<file path="src/rtl/se_arbiter.sv">
// se_arbiter: two-requester, non-preemptive owner arbiter for a shared
// security engine (SE). Each ownership release is followed by a scrub window
// in which the SE is held in reset, so no state leaks between requesters.
// Optional build macro: SE_ARB_TIMEOUT_EN adds a grant-age watchdog that
// revokes a grant after TIMEOUT_CYCLES cycles.
module se_arbiter #(
   parameter int unsigned SCRUB_CYCLES   = 4,
   parameter int unsigned TIMEOUT_CYCLES = 65535
) (
   input  logic        i_clk,
   input  logic        i_rst,
   input  logic        i_req0,
   input  logic        i_req1,
   input  logic [63:0] i_control0,
   input  logic [63:0] i_control1,
   input  logic [63:0] i_add0,
   input  logic [63:0] i_add1,
   input  logic [63:0] i_data_in0,
   input  logic [63:0] i_data_in1,
   output logic        o_gnt0,
   output logic        o_gnt1,
   output logic [63:0] o_data_out0,
   output logic [63:0] o_data_out1,
   output logic        o_end_op0,
   output logic        o_end_op1,
   output logic        o_se_rst,
   output logic [63:0] o_se_control,
   output logic [63:0] o_se_add,
   output logic [63:0] o_se_data_in,
   input  logic [63:0] i_se_data_out,
   input  logic        i_se_end_op,
   output logic        o_timeout
);

   if (SCRUB_CYCLES < 1 || SCRUB_CYCLES > 255) begin : g_bad_scrub
      $error("se_arbiter: SCRUB_CYCLES must be in 1..255");
   end
   if (TIMEOUT_CYCLES < 1 || TIMEOUT_CYCLES > 65535) begin : g_bad_timeout
      $error("se_arbiter: TIMEOUT_CYCLES must be in 1..65535");
   end

   localparam logic [7:0] SCRUB_LOAD = 8'(SCRUB_CYCLES);

   typedef enum logic [1:0] {
      ST_IDLE  = 2'd0,
      ST_GNT0  = 2'd1,
      ST_GNT1  = 2'd2,
      ST_SCRUB = 2'd3
   } state_t;

   state_t     r_state;
   state_t     w_next_state;
   logic       r_last_owner;
   logic       w_next_last_owner;
   logic [7:0] r_scrub_cnt;
   logic [7:0] w_next_scrub_cnt;
   logic       r_live;
   logic       w_req0_ok;
   logic       w_req1_ok;
   logic       w_timeout;

`ifdef SE_ARB_TIMEOUT_EN
   localparam logic [15:0] AGE_LAST = 16'(TIMEOUT_CYCLES - 1);

   logic [15:0] r_age;
   logic        r_block0;
   logic        r_block1;

   // Revoke fires in the last permitted grant cycle, only if the owner still holds its request
   assign w_timeout = r_age == AGE_LAST &&
                      ((r_state == ST_GNT0 && i_req0) || (r_state == ST_GNT1 && i_req1));
   assign w_req0_ok = i_req0 && !r_block0;
   assign w_req1_ok = i_req1 && !r_block1;

   // Grant-age counter: zero outside a grant, counts cycles while the grant holds
   always_ff @(posedge i_clk or negedge i_rst) begin
      if (!i_rst) begin
         r_age <= '0;
      end else if ((r_state == ST_GNT0 || r_state == ST_GNT1) && w_next_state == r_state) begin
         r_age <= r_age + 16'd1;
      end else begin
         r_age <= '0;
      end
   end

   // Revoked requester stays blocked until IDLE samples its request low
   always_ff @(posedge i_clk or negedge i_rst) begin
      if (!i_rst) begin
         r_block0 <= 1'b0;
         r_block1 <= 1'b0;
      end else begin
         if (w_timeout && r_state == ST_GNT0) begin
            r_block0 <= 1'b1;
         end else if (r_state == ST_IDLE && !i_req0) begin
            r_block0 <= 1'b0;
         end
         if (w_timeout && r_state == ST_GNT1) begin
            r_block1 <= 1'b1;
         end else if (r_state == ST_IDLE && !i_req1) begin
            r_block1 <= 1'b0;
         end
      end
   end
`else
   assign w_timeout = 1'b0;
   assign w_req0_ok = i_req0;
   assign w_req1_ok = i_req1;
`endif

   assign o_timeout = w_timeout;

   // SE reset is released one cycle after arbiter reset and re-asserted during scrub
   always_ff @(posedge i_clk or negedge i_rst) begin
      if (!i_rst) begin
         r_live <= 1'b0;
      end else begin
         r_live <= 1'b1;
      end
   end

   // State, last-owner and scrub counter registers
   always_ff @(posedge i_clk or negedge i_rst) begin
      if (!i_rst) begin
         r_state      <= ST_IDLE;
         r_last_owner <= 1'b1;
         r_scrub_cnt  <= '0;
      end else begin
         r_state      <= w_next_state;
         r_last_owner <= w_next_last_owner;
         r_scrub_cnt  <= w_next_scrub_cnt;
      end
   end

   // Next-state: arbitrate in IDLE, hold grants until release or revoke, count down scrub
   always_comb begin
      w_next_state      = r_state;
      w_next_last_owner = r_last_owner;
      w_next_scrub_cnt  = r_scrub_cnt;
      case (r_state)
         ST_IDLE: begin
            if (w_req0_ok && w_req1_ok) begin
               w_next_state = r_last_owner ? ST_GNT0 : ST_GNT1;
            end else if (w_req0_ok) begin
               w_next_state = ST_GNT0;
            end else if (w_req1_ok) begin
               w_next_state = ST_GNT1;
            end
         end
         ST_GNT0: begin
            if (!i_req0 || w_timeout) begin
               w_next_state      = ST_SCRUB;
               w_next_last_owner = 1'b0;
               w_next_scrub_cnt  = SCRUB_LOAD;
            end
         end
         ST_GNT1: begin
            if (!i_req1 || w_timeout) begin
               w_next_state      = ST_SCRUB;
               w_next_last_owner = 1'b1;
               w_next_scrub_cnt  = SCRUB_LOAD;
            end
         end
         ST_SCRUB: begin
            w_next_scrub_cnt = r_scrub_cnt - 8'd1;
            if (r_scrub_cnt <= 8'd1) begin
               w_next_state     = ST_IDLE;
               w_next_scrub_cnt = '0;
            end
         end
         default: begin
            w_next_state = ST_IDLE;
         end
      endcase
   end

   assign o_se_rst = r_live && (r_state != ST_SCRUB);

   // Output steering: owner sees the SE, everyone else sees zeros
   always_comb begin
      o_gnt0       = 1'b0;
      o_gnt1       = 1'b0;
      o_data_out0  = '0;
      o_data_out1  = '0;
      o_end_op0    = 1'b0;
      o_end_op1    = 1'b0;
      o_se_control = '0;
      o_se_add     = '0;
      o_se_data_in = '0;
      case (r_state)
         ST_GNT0: begin
            o_gnt0       = 1'b1;
            o_data_out0  = i_se_data_out;
            o_end_op0    = i_se_end_op;
            o_se_control = i_control0;
            o_se_add     = i_add0;
            o_se_data_in = i_data_in0;
         end
         ST_GNT1: begin
            o_gnt1       = 1'b1;
            o_data_out1  = i_se_data_out;
            o_end_op1    = i_se_end_op;
            o_se_control = i_control1;
            o_se_add     = i_add1;
            o_se_data_in = i_data_in1;
         end
         default: begin
         end
      endcase
   end

endmodule

</file>
<file path="config.mk">
export PLATFORM = sky130hd
export DESIGN_NAME = se_arbiter
export DESIGN_NICKNAME = d
export VERILOG_FILES = /design/src/rtl/se_arbiter.sv
export SDC_FILE = /design/constraint.sdc
export NUM_CORES = 1
export LEC_CHECK = 0
export CAP_MARGIN = 20
export CORE_AREA = 3 3 301 303
export CTS_CLUSTER_SIZE = 8
export DETAILED_ROUTE_END_ITERATION = 8
export DIE_AREA = 0 0 304 306
export SYNTH_ARGS = -nofsm -noshare
export SYNTH_HDL_FRONTEND = slang
export SYNTH_SLANG_ARGS = --single-unit
</file>
<file path="constraint.sdc">
create_clock -name i_clk -period 2 [get_ports i_clk]
set_input_delay 0.2 -clock i_clk [delete_from_list [all_inputs] [get_ports i_clk]]
set_output_delay 0.2 -clock i_clk [all_outputs]
set_load 0.01 [all_outputs]
</file>
After elaboration in Yosys (flattened, before gate mapping)
Index checks and enable logic that the tools add are counted.
- bits in registers: 12
- input port bits: 453
- output and inout port bits: 326
- logic and storage cells: 46
- add/sub/neg operators: 1
- order comparisons: 1
- equal/unequal tests: 8
- muxes and demuxes: 24
- reductions and logical operators: 8
- operators by type and width (operator ; count):
    $pmux W64 S2 ; 3
    $mux W64 ; 2
    $mux W8 ; 3
    $pmux W8 S3 ; 1
    $mux W2 ; 7
    $le A8 B1 Y1 const B ; 1
    $ne A2 B2 Y1 const B ; 4
    $pmux W2 S4 ; 1
    $sub A8 B1 Y8 const B ; 1
    $mux W1 ; 6
    $reduce_and A3 Y1 ; 2
    $eq A2 B2 Y1 const B ; 2
    $ne A4 B4 Y1 const B ; 1
    $reduce_and A4 Y1 ; 1
    $reduce_bool A3 Y1 ; 1
    $eq A2 B1 Y1 const B ; 1
    $logic_and A1 B1 Y1 ; 2
    $logic_not A2 Y1 ; 1
    $pmux W1 S2 ; 1
    $reduce_bool A2 Y1 ; 1

Depth between registers and ports, before layout
- depth after elaboration: 4
- mapped depth: 8
- depth with buffers taken out: 6

Worst setup path before layout
OpenSTA, ideal clock, no wires.
- kind: register to output
- start point: reg r_state[0]
- end point: out o_se_add[0]
- data arrival time: 1.819 ns
- data required time: 1.800 ns
- path slack: -0.019 ns
- stages on the path, launching flop included: 8
- buffers on the path: 3
- cells stage by stage: dfrtp_1 inv_1 ha_1 clkbuf_1 clkbuf_1 clkbuf_1 a22oi_1 nor2_1
- longest elaborated chain between the ends: 2
- elaborated cells on any way between the ends: 3
- classes of those cells: eq/ne: 2; mux: 1
- ends and longest elaborated chain (element ; line ; source):
    start: declaration ; 51 ; state_t r_state;
    start signal: assignment ; 128 ; r_state <= w_next_state;
    $eq A2 B2 Y1 or $eq A2 B1 Y1 (tied branches) ; 189 ; case (r_state)
    $pmux W64 S2 (*) ; 189 ;
    end: declaration ; 28 ; output logic [63:0] o_se_add,
Mark *: on every way between the ends. The rest lies on a longest branch, timed or not.

Worst setup path after layout
- start point: reg r_state[1]
- end point: out o_se_control[29]
- longest elaborated chain between the ends: 2
- elaborated cells on any way between the ends: 3
- classes of those cells: eq/ne: 2; mux: 1
- ends and longest elaborated chain (element ; line ; source):
    $eq A2 B2 Y1 or $eq A2 B1 Y1 (tied branches) ; 189 ;
    $pmux W64 S2 (*) ; 189 ;
    end: declaration ; 27 ; output logic [63:0] o_se_control,
Marked as above.

==> metrics.md <==
| Metric | Value |
|---|---|
| Status | `finished, violations left` |
| Failing checks | `setup timing` |
| Final wirelength | `between 60 and 70 mm` |
| Largest net degree at the start of global routing | `36` |
| Post-synth cell types | `35` |
| CP Cell Sequence | `buf_6 > ha_4 > buf_4 > buf_16 > buf_6 > a22oi_2 > nor2_1 > dlygate4sd2_1` |
| Worst vdd ir | `810 uV` |
| Critical-path top delay cell | `dfrtp_1` |
| R2R Setup Slk | `-0.15 ns` |
| Pint | `12.1 mW` |
| Core ar. | `0.0882 mm2` |
| Switch Pwr | `12.1 mW` |
| Largest stage delay, worst path | `roughly 0.4 ns` |
| Synth Warn # | `0` |
| Max Clock Freq | `450 MHz` |
| H-tree Lvls | `1` |
| Drt pass-1 iters | `5` |
| EDFF count, synth | `0` |
| Slew Limit Fails | `0` |
| Die area | `0.0930 mm2` |
| PwrDens | `1500 mW/mm2` |
| Routability-driven placement congestion ratio | `0.912` |
| GRT Util Overall | `0.124` |
| Setup CP Type | `flip-flop to output pin` |
| IO Count | `779` |
| Maxcap violations | `0` |
| Antenna viol nets, final | `0` |
| PortBufs | `777` |
| #FFs+latches synth | `12` |
| Min Hold Slack | `~0.34 ns` |
| Max Fanout on Critical Path | `5` |
| Die Ht | `306 um` |
| Cts bufs inserted | `3` |
| # rows | `109` |
| Clk root buf | `clkbuf_16` |
| CTS Hold Bufs | `0` |
| Setup TNS | `-12.56 ns` |
| Setup WS post-layout | `-0.221 ns` |
| DRT iter0 DRCs | `between 600 and 700` |
| Most frequent CP cell | `buf_6` |
| Area grow syn2layout | `297%` |
| Worst skew pair latency | `between 0.2 and 0.25 ns` |
| Final Cycle Share | `1.11` |
| Starting Density | `0.0461` |
| RSZ-0062 raised after global routing | `yes` |
| Post-route minimum period | `2.22 ns` |
| Num Clock Sinks | `12` |
| Asr flop ratio synth | `1.00` |
| Final instance count without filler cells | `2719` |
| Buf/Inv on CP | `5` |
| Area of placed instances | `about 0.014 mm2` |
| Seq pwr share | `0.019` |
| Crit path capture type | `output pin` |
| Share of cells above drive strength 1 | `0.347` |
| Synth top area share | `0.354` |
| # DRC | `0` |
| Number of setup violations in the final report | `roughly 170` |
| Number of global-route vias before repair | `8982` |
| Worst EP arrival | `approximately 2.0 ns` |
| Leak | `7.42 nW` |
| Placed cells | `2627` |
| Initial antenna violation count | `39` |
| Clk_skew | `0.00328 ns` |
| Detailed placement HPWL | `between 50 and 60 mm` |
| Design area | `0.0162 mm2` |
| Vias per inst | `3.32` |
| Min-delay worst type | `input port to asynchronous set/reset pin` |
| CTS tree | `yes` |
| Synthesized area per cell | `6.01 um2` |
| Cell family with most CP delay | `buffers and inverters` |
| Sw Ratio | `0.501` |
| CTS max path bufs | `2` |
| DR WL/cell | `between 20 and 25 um` |
| Top_reg_cell synth | `dfrtp_1` |
| Sequential area share after synthesis | `0.0742` |
| Final Net Count | `1996` |
| First-pass GRT wire length | `between 70 and 80 mm` |
| Gate Count Post-Synth | `677` |
| Crit start category | `flip-flop` |
| Grt ovf | `0` |
| Mapped Area | `0.00407 mm2` |
| Final hold vios | `0` |
| Worst Max-Slew Pin Slew | `roughly 0.60 ns` |
| Reg clk slew, reported paths | `0.04 ns` |
| Critical path required time | `1.80 ns` |
| Clock power share | `0.017` |
| Max-Slew Margin vs Limit | `0.599` |
| Leading area contributor after synthesis | `a22oi_1` |
| Ranking of synthesized cells by area | `a22oi_1, and2_1, nor2_1` |
| Synthesized Nets | `1137` |
| Die width | `304 um` |
| Gate power share | `0.964` |
| Via count | `9016` |
what timing repair did:
item | 4_1_cts | 5_1_grt
pin swaps | 37 | 54
setup endpoints to repair | 322 | 298
gates cloned | 9 | 7
setup buffers | 27 | 27
gates resized for setup | 486 | 296
synthesized netlist by cell type (2+ instances only):
cell / count
inv_1: 6
o21ai_0: 8
dfrtp_1: 11
nor3_1: 2
nand2_1: 9
a21o_1: 3
nor4_1: 2
conb_1: 2
clkbuf_1: 78
nor2b_1: 2
or3_1: 4
a22oi_1: 192
nand3_1: 2
mux2i_1: 2
buf_1: 2
ha_1: 7
and2_1: 130
nor2_1: 197
a21oi_1: 2
metrics by stage:
| step | worst slack [ns] | power, mW | util |
|---|---|---|---|
| after floorplan | -0.0190 | 7.30 | - |
| after global placement | -0.331 | 19.8 | 0.159 |
| after detailed placement | -0.320 | 19.8 | 0.159 |
| after CTS | -0.308 | 22.8 | 0.172 |
| after global routing | -0.279 | 25.7 | 0.183 |
| final | -0.221 | 24.2 | 0.183 |
sequential cells by signal, indices dropped and copies added, names as in the netlist:
register and count:
r_live 1, r_scrub_cnt 8, r_state 2, r_last_owner 1
power by group through the flow:
stage	combinational, mW	sequential, mW	clock (mW)
5_1_grt	24.8	0.469	0.430
3_5_place_dp	19.3	0.447	0
6_report	23.4	0.455	0.407
3_3_place_gp	19.3	0.445	0
4_1_cts	21.9	0.450	0.413
2_1_floorplan	6.88	0.427	0
layout by cell type (no fill, tap or decap), drive strengths merged, types with 3 or more instances in the layout:
cell type      netlist  routed
clkdlybuf4s15        0      33
or3                  5       5
nand2                9       9
diode                0      19
buf                  4     263
and2               130     130
a22oi              192     192
dlymetal6s2s         0      80
nor2               197     197
clkbuf              78      44
clkdlybuf4s50        0     464
dlygate4sd2          0      54
dfrtp               11      11
o21ai                8       8
a21o                 3       3
ha                   7       7
inv                  6       6
worst paths after layout:
path	startpoint	end	cells after the start
max reg2reg	r_state[0]	r_scrub_cnt[0]	8
max	r_state[1]	o_se_control[29]	8
min in group i_clk	r_scrub_cnt[7]	r_scrub_cnt[7]	1
max in group asynchronous	i_rst	r_scrub_cnt[0]	1
min reg2reg	r_scrub_cnt[7]	r_scrub_cnt[7]	1
min	i_rst	r_scrub_cnt[6]	1
per-layer routing:
layer	track usage	share of wire	wire, um
met2	0.206	0.47	29900
met3	0.0584	0.11	7310
met1	0.144	0.39	24900
met4	0.0304	0.024	1560
met5	0.00859	0.0050	323
cell type report:
type / count / area [um2]
inverter: 6 / 30.0
antenna: 19 / 47.5
clock buffer: 4 / 88.8
multi-input combinational: 577 / 4410
timing repair buffer: 936 / 9830
sequential: 12 / 302
fill: 9962 / 72100
tap: 1165 / 1460
cell families after synthesis:
group	synth area share
simple gates	0.422
compound gates	0.388
mux	0.00861
fa+ha+maj	0.0215
other cells	0.00185
buf+inv	0.0840
flops	0.0742
Power figures use the tool's default switching activity.
